$ cat config.mk
export PLATFORM = sky130hd
export DESIGN_NAME = fp_alu
export DESIGN_NICKNAME = d
export VERILOG_FILES = /design/src/rtl/fp_pkg.sv /design/src/rtl/fp_add.sv /design/src/rtl/fp_mul.sv /design/src/rtl/fp_alu.sv
export SDC_FILE = /design/constraint.sdc
export NUM_CORES = 2
export LEC_CHECK = 0
export CELL_PAD_IN_SITES_DETAIL_PLACEMENT = 1
export CELL_PAD_IN_SITES_GLOBAL_PLACEMENT = 1
export CORE_ASPECT_RATIO = 0.8
export CORE_MARGIN = 2
export CORE_UTILIZATION = 53
export DETAILED_ROUTE_END_ITERATION = 12
export MAX_ROUTING_LAYER = met4
export PLACE_DENSITY_LB_ADDON = 0.1
export SYNTH_ARGS = -nofsm -noshare
export SYNTH_HDL_FRONTEND = slang
export SYNTH_SLANG_ARGS = --single-unit
$ cat constraint.sdc
create_clock -name clk -period 51.1 [get_ports clk]
set_clock_uncertainty 0.15 [all_clocks]
set_input_delay 10.22 -clock clk [delete_from_list [all_inputs] [get_ports clk]]
set_output_delay 10.22 -clock clk [all_outputs]
set_load 0.02 [all_outputs]
$ cat src/rtl/fp_pkg.sv
// Shared definitions for the binary32 add/multiply unit: field layout,
// constants, operation encodings and the leading-zero counter.
package fp_pkg;

    localparam int unsigned EXP_BIAS = 127;
    localparam logic [7:0]  EXP_MAX  = 8'hFF;
    localparam logic [31:0] QNAN     = 32'h7FC0_0000;

    localparam logic FP_ADD = 1'b0;
    localparam logic FP_MUL = 1'b1;

    typedef struct packed {
        logic       sign;
        logic [7:0] exp;
        logic [22:0] frac;
    } fp32_t;

    // Returns 24 for an all-zero input so the normalizer shifts everything out.
    function automatic logic [4:0] lzc24(input logic [23:0] v);
        logic [4:0] n;
        logic       found;
        n     = 5'd24;
        found = 1'b0;
        for (int i = 23; i >= 0; i--) begin
            if (!found && v[i]) begin
                n     = 5'(23 - i);
                found = 1'b1;
            end
        end
        return n;
    endfunction

endpackage

$ cat src/rtl/fp_add.sv
// Combinational binary32 adder: flush-to-zero inputs, truncating alignment
// and normalization, signed infinity on overflow.
module fp_add
    import fp_pkg::*;
(
    input  logic [31:0] a,
    input  logic [31:0] b,
    output logic [31:0] y
);
    fp32_t x, z, big, sml;
    logic [7:0]        diff;
    logic [23:0]       mb, ms, norm;
    logic [24:0]       sum;
    logic [4:0]        lz;
    logic [22:0]       frac;
    logic signed [9:0] e;
    logic x_zero, z_zero, x_inf, z_inf, any_nan;

    assign x = a;
    assign z = b;
    assign x_zero  = (x.exp == 8'h00);
    assign z_zero  = (z.exp == 8'h00);
    assign x_inf   = (x.exp == EXP_MAX) && (x.frac == 23'h0);
    assign z_inf   = (z.exp == EXP_MAX) && (z.frac == 23'h0);
    assign any_nan = ((x.exp == EXP_MAX) && (x.frac != 23'h0)) ||
                     ((z.exp == EXP_MAX) && (z.frac != 23'h0));

    always_comb begin
        big = x;
        sml = z;
        if ({z.exp, z.frac} > {x.exp, x.frac}) begin
            big = z;
            sml = x;
        end
        diff = big.exp - sml.exp;
        mb   = {1'b1, big.frac};
        ms   = {1'b1, sml.frac} >> diff;
        if (big.sign == sml.sign)
            sum = {1'b0, mb} + {1'b0, ms};
        else
            sum = {1'b0, mb} - {1'b0, ms};
        lz   = lzc24(sum[23:0]);
        norm = sum[23:0] << lz;
        if (sum[24]) begin
            e    = $signed({2'b00, big.exp}) + 10'sd1;
            frac = sum[23:1];
        end else begin
            e    = $signed({2'b00, big.exp}) - $signed({5'b00000, lz});
            frac = norm[22:0];
        end

        if (any_nan)
            y = QNAN;
        else if (x_inf && z_inf && (x.sign != z.sign))
            y = QNAN;
        else if (x_inf)
            y = {x.sign, EXP_MAX, 23'h0};
        else if (z_inf)
            y = {z.sign, EXP_MAX, 23'h0};
        else if (x_zero)
            y = z_zero ? {x.sign & z.sign, 31'h0} : b;
        else if (z_zero)
            y = a;
        else if (!sum[24] && !norm[23])
            y = 32'h0000_0000;
        else if (e >= 10'sd255)
            y = {big.sign, EXP_MAX, 23'h0};
        else if (e <= 10'sd0)
            y = {big.sign, 31'h0};
        else
            y = {big.sign, e[7:0], frac};
    end

endmodule

$ cat src/rtl/fp_mul.sv
// Combinational binary32 multiplier: flush-to-zero inputs, truncated
// 24-bit product, signed infinity/zero on exponent overflow/underflow.
module fp_mul
    import fp_pkg::*;
(
    input  logic [31:0] a,
    input  logic [31:0] b,
    output logic [31:0] y
);
    fp32_t x, z;
    logic              sign;
    logic [24:0]       top;
    logic [22:0]       frac;
    logic signed [9:0] e;
    logic x_zero, z_zero, x_inf, z_inf, any_nan;

    assign x = a;
    assign z = b;
    assign sign    = x.sign ^ z.sign;
    assign x_zero  = (x.exp == 8'h00);
    assign z_zero  = (z.exp == 8'h00);
    assign x_inf   = (x.exp == EXP_MAX) && (x.frac == 23'h0);
    assign z_inf   = (z.exp == EXP_MAX) && (z.frac == 23'h0);
    assign any_nan = ((x.exp == EXP_MAX) && (x.frac != 23'h0)) ||
                     ((z.exp == EXP_MAX) && (z.frac != 23'h0));

    always_comb begin
        // Only product bits [47:23] can reach the truncated result.
        top  = 25'(({24'h0, 1'b1, x.frac} * {24'h0, 1'b1, z.frac}) >> 23);
        frac = top[24] ? top[23:1] : top[22:0];
        e    = $signed({2'b00, x.exp}) + $signed({2'b00, z.exp})
             - $signed(10'(EXP_BIAS)) + (top[24] ? 10'sd1 : 10'sd0);

        if (any_nan)
            y = QNAN;
        else if ((x_inf && z_zero) || (z_inf && x_zero))
            y = QNAN;
        else if (x_inf || z_inf)
            y = {sign, EXP_MAX, 23'h0};
        else if (x_zero || z_zero)
            y = {sign, 31'h0};
        else if (e >= 10'sd255)
            y = {sign, EXP_MAX, 23'h0};
        else if (e <= 10'sd0)
            y = {sign, 31'h0};
        else
            y = {sign, e[7:0], frac};
    end

endmodule

$ cat src/rtl/fp_alu.sv
// Binary32 add/multiply unit: combinational Result for same-cycle use and a
// registered Result_q for multicycle sequencing.
module fp_alu
    import fp_pkg::*;
(
    input  logic        clk,
    input  logic        reset,
    input  logic [31:0] a,
    input  logic [31:0] b,
    input  logic        ALUControl,
    output logic [31:0] Result,
    output logic [31:0] Result_q
);
    logic [31:0] add_y, mul_y;

    fp_add u_add (.a(a), .b(b), .y(add_y));
    fp_mul u_mul (.a(a), .b(b), .y(mul_y));

    assign Result = (ALUControl == FP_MUL) ? mul_y : add_y;

    always_ff @(posedge clk) begin
        if (reset)
            Result_q <= 32'h0000_0000;
        else
            Result_q <= Result;
    end

endmodule

==> results of run 1 <==
layer usage:
| metal | track usage (%) | GRT overflow |
|---|---|---|
| met5 | - | - |
| met4 | 45.84 | 7 |
| met3 | 38.30 | 1 |
| met2 | 77.91 | 9 |
| met1 | 66.65 | 0 |
metrics by stage:
stage	cells	setup slack (ps)	utilization (%)	instance area (sq um)	hold slack (ps)
after CTS	4421	13620	57.67	31260	10670
after detailed placement	4413	13690	57.33	31080	10860
after global placement	4413	14470	57.33	31080	10870
after floorplan	3723	18010	-	29260	10260
cells by family after synthesis:
family                   share of synthesized area (%)
AO/OA/AOI/OAI                                    15.55
buffers and inverters                            11.14
XOR/XNOR                                         2.211
adder cells (fa/ha/maj)                          44.41
flip-flops                                       2.190
multiplexers                                     4.773
AND/OR/NAND/NOR                                  19.73
==> out/qor.yml, run 1 <==
cts:
  cts-buffers-inserted: 5
  cts_setup_buffers: 0
  ctsHoldBuffers: 0
  clockRootBuffer: "clkbuf_16"
  cts_sinks: 32
  ctsHtreeMaxLevel: 2
  cts_resized: 0
  cts_max_path_buffers: 2
global_route:
  grt_max_degree: 67
  grt_overflow: 17
  track_usage_pct: 60.81
  grt_pass1_vias: 36640
  grt_pass1_wl_microns: 245700
run_status:
  tool.error: "[ERROR GRT-0116] Global routing finished with congestion. Check the congestion regions in the DRC Viewer."
  outcome: "aborted with a tool error"
  haltStage: "global routing (5_1_grt)"
logic_synthesis:
  synth_cell_types: 110
  ys_seq_elements: 32
  synth_area_sq_um: 29260
  synth_top_area_share_pct: 33.12
  ys_top_cells_by_area: "fa_1 33%, ha_1 11%, inv_1 8.0%, nand2_1 6.2%, and2_1 3.9%"
  avgSynthCellArea_sq_um: 7.858
  synth.yosys.seq_area_share_pct: 2.190
  synthesis.nets: 4538
  ys_async_sr_fraction_pct: 0
  yosys-top-cells-count: "626 x inv_1, 484 x fa_1, 482 x nand2_1"
  ys.flop_type: "dfxtp_1"
  yosysMostFrequentCell: "inv_1"
  syn-instance-count: 3723
  post-synth-top-area-cell: "fa_1"
  ys_warn_count: 0
  synth_edf_count: 0
place:
  place.port_buffers: 130
  hpwl_microns: 118600
  gp_congestion: 1.068
die:
  ios: 131
  num_rows: 76
  start_util_pct: 53.98
  die_h_microns: 214.1
  die_x_microns: 266.7
==> inputs of run 2 (changes only) <==
==> config.mk (replaced) <==
export PLATFORM = sky130hd
export DESIGN_NAME = fp_alu
export DESIGN_NICKNAME = d
export VERILOG_FILES = /design/src/rtl/fp_pkg.sv /design/src/rtl/fp_add.sv /design/src/rtl/fp_mul.sv /design/src/rtl/fp_alu.sv
export SDC_FILE = /design/constraint.sdc
export NUM_CORES = 2
export LEC_CHECK = 0
export CORE_MARGIN = 2
export CORE_UTILIZATION = 40
export DETAILED_ROUTE_END_ITERATION = 12
export PLACE_DENSITY_LB_ADDON = 0.15
export SYNTH_ARGS = -nofsm -noshare
export SYNTH_HDL_FRONTEND = slang
export SYNTH_SLANG_ARGS = --single-unit
==> out/qor.yml, run 2 <==
logic_synthesis:
  ys_async_sr_fraction_pct: 0
  syn-instance-count: 3723
  yosys-top-cells-count: "626 x inv_1, 484 x fa_1, 482 x nand2_1"
  ys_warn_count: 0
  ys_seq_elements: 32
  yosysMostFrequentCell: "inv_1"
  synth_edf_count: 0
  ys.flop_type: "dfxtp_1"
  synth.yosys.seq_area_share_pct: 2.190
  ys_top_cells_by_area: "fa_1 33%, ha_1 11%, inv_1 8.0%, nand2_1 6.2%, and2_1 3.9%"
  synth_area_sq_um: 29260
  post-synth-top-area-cell: "fa_1"
  synthesis.nets: 4538
  avgSynthCellArea_sq_um: 7.858
  synth_cell_types: 110
  synth_top_area_share_pct: 33.12
detailed_routing:
  firstDrtPassIters: 6
  drt_iter0_markers: 2465
  routed_via_density: 5.772
  drc_errors: 0
  avgRoutedWirePerCell_microns: 24.43
  vias: 27040
  routed_wl_microns: 114400
  final_antenna_net_count: 0
hold_path:
  hold_class: "in2reg"
  min_path_cells: 2
  hold_end: "Result_q[31]"
  min-delay-start: "reset"
global_route:
  antenna_found_initial: 3
  grt_pass1_wl_microns: 174100
  grt_pass1_vias: 27060
  grt_max_degree: 67
  track_usage_pct: 30.62
  grt_overflow: 0
place:
  placedCellCount: 4674
  hpwl_microns: 88340
  place.port_buffers: 130
  gp_congestion: 1.021
sta:
  finalHoldViolations: 0
  max_freq_mhz: 27.22
  relSlewSlack_pct: 26.95
  rsz0062_at_grt: "false"
  setup_violations: 0
  finalCriticalPeriod_ps: 36740
  finalCritPeriodShare_pct: 71.91
  fin_setup_tns_ps: 0
  worst_pin_slew_ps: 1082
  finalMaxSlewViolations: 0
final_layout:
  layout.nets: 4537
  largest_register_ffs: 32
  layout_commonest_cell: "inv_1"
  drive_gt1_share_pct: 4.539
  final_cell_mix: "626 x inv_1, 484 x fa_1, 482 x nand2_1"
  instances_no_fill: 4684
  top_register: "Result_q"
  areaGrowthSynthToFinish_pct: 8.040
  reg_top3: "Result_q (32)"
  fillers: 7482
die:
  ios: 131
  die_h_microns: 274.4
  die-area_sq_um: 75320
  num_rows: 99
  core-area_sq_um: 72710
  die_x_microns: 274.4
  start_util_pct: 40.24
cts:
  cts_max_path_buffers: 2
  ctsHtreeMaxLevel: 2
  cts_sinks: 32
  tritoncts: "done"
  clockRootBuffer: "clkbuf_16"
  cts-buffers-inserted: 5
  cts_setup_buffers: 0
  ctsHoldBuffers: 0
  cts_resized: 0
  clk_pin_slew_ps: 50
job:
  max-cap-violations: 0
setup_path:
  start_kind: "input port"
  worstPathArrival_ps: 26370
  critical_path_class: "in2out"
  crit_required_ps: 40730
  cp_common_cell: "a21oi_1"
  critPathCaptureType: "output pin"
  cp_max_fo: 25
  crit_slowest_cell: "a21oi_1"
  slowest_delay_ps: 830
run_status:
  outcome: "complete, no violations"
run 2: cell counts after synthesis:
Identical to the previous run, type by type.
run 2: cells by family (layout without fill, tap and decap cells):
group	count (synthesis)	count (layout)	synth area share [%]
adders and majority gates	748	748	44.41
buffers and inverters	841	841	11.14
and+or+nand+nor	1231	1231	19.73
other	0	2	0
AOI/OAI and AO/OA	676	676	15.55
xor gates and xnor gates	73	73	2.211
DFF	32	32	2.190
muxes	122	122	4.773
run 2: critical path: cells and delay by family:
family	cells	cell delay (ps)
AOI/OAI and AO/OA	27	7720
xor gates and xnor gates	2	550
adders and majority gates	6	1830
buffers and inverters	8	2260
muxes	1	560
and+or+nand+nor	16	3180
run 2: cell type report:
| class | count | area, sq um | share of cell area [%] |
|---|---|---|---|
| repair buffers | 204 | 1857 | 5.874 |
| well taps | 959 | 1200 | 3.796 |
| diodes | 2 | 5.005 | 0.01583 |
| clock inverters | 2 | 35.03 | 0.1108 |
| flip-flops and latches | 32 | 640.6 | 2.027 |
| clock buffers | 6 | 128.9 | 0.4077 |
| inverters | 629 | 2364 | 7.478 |
| multi-input cells | 2850 | 25380 | 80.29 |
run 2: worst max path at each step:
| stage | start | to | slack [ps] | cells past startpoint |
|---|---|---|---|---|
| 2_1_floorplan | a[30] | Result[0] | 18010 | 65 |
| 3_3_place_gp | a[23] | Result[7] | 14950 | 59 |
| 3_5_place_dp | a[23] | Result[7] | 14760 | 60 |
| 4_1_cts | a[23] | Result[7] | 14720 | 61 |
| 5_1_grt | a[23] | Result[7] | 13120 | 60 |
| 6_report | a[17] | Result[7] | 14360 | 60 |
run 2: per-layer routing:
layer	GRT usage, %	vias up	part of all wire (%)	routed length [microns]
met5	0	-	0.023	26
met4	10.48	4	4.2	4749
met3	4.256	232	8.3	9505
met2	47.18	1254	43	49640
met1	43.89	13410	44	50510
li1	-	12140	-	-
run 2: stage by stage:
stage	hold WS (ps)	util, %	worst slack [ps]	area [sq um]
final	10660	43.47	14360	31610
after global routing	10680	43.46	13120	31600
after CTS	10630	43.46	14720	31600
after detailed placement	10870	43.24	14760	31440
after global placement	10880	43.24	14950	31440
after floorplan	10260	-	18010	29260
Power of run 2 is not shown: default switching activity piles up to over one toggle a cycle in this logic, so the estimate is an artifact.
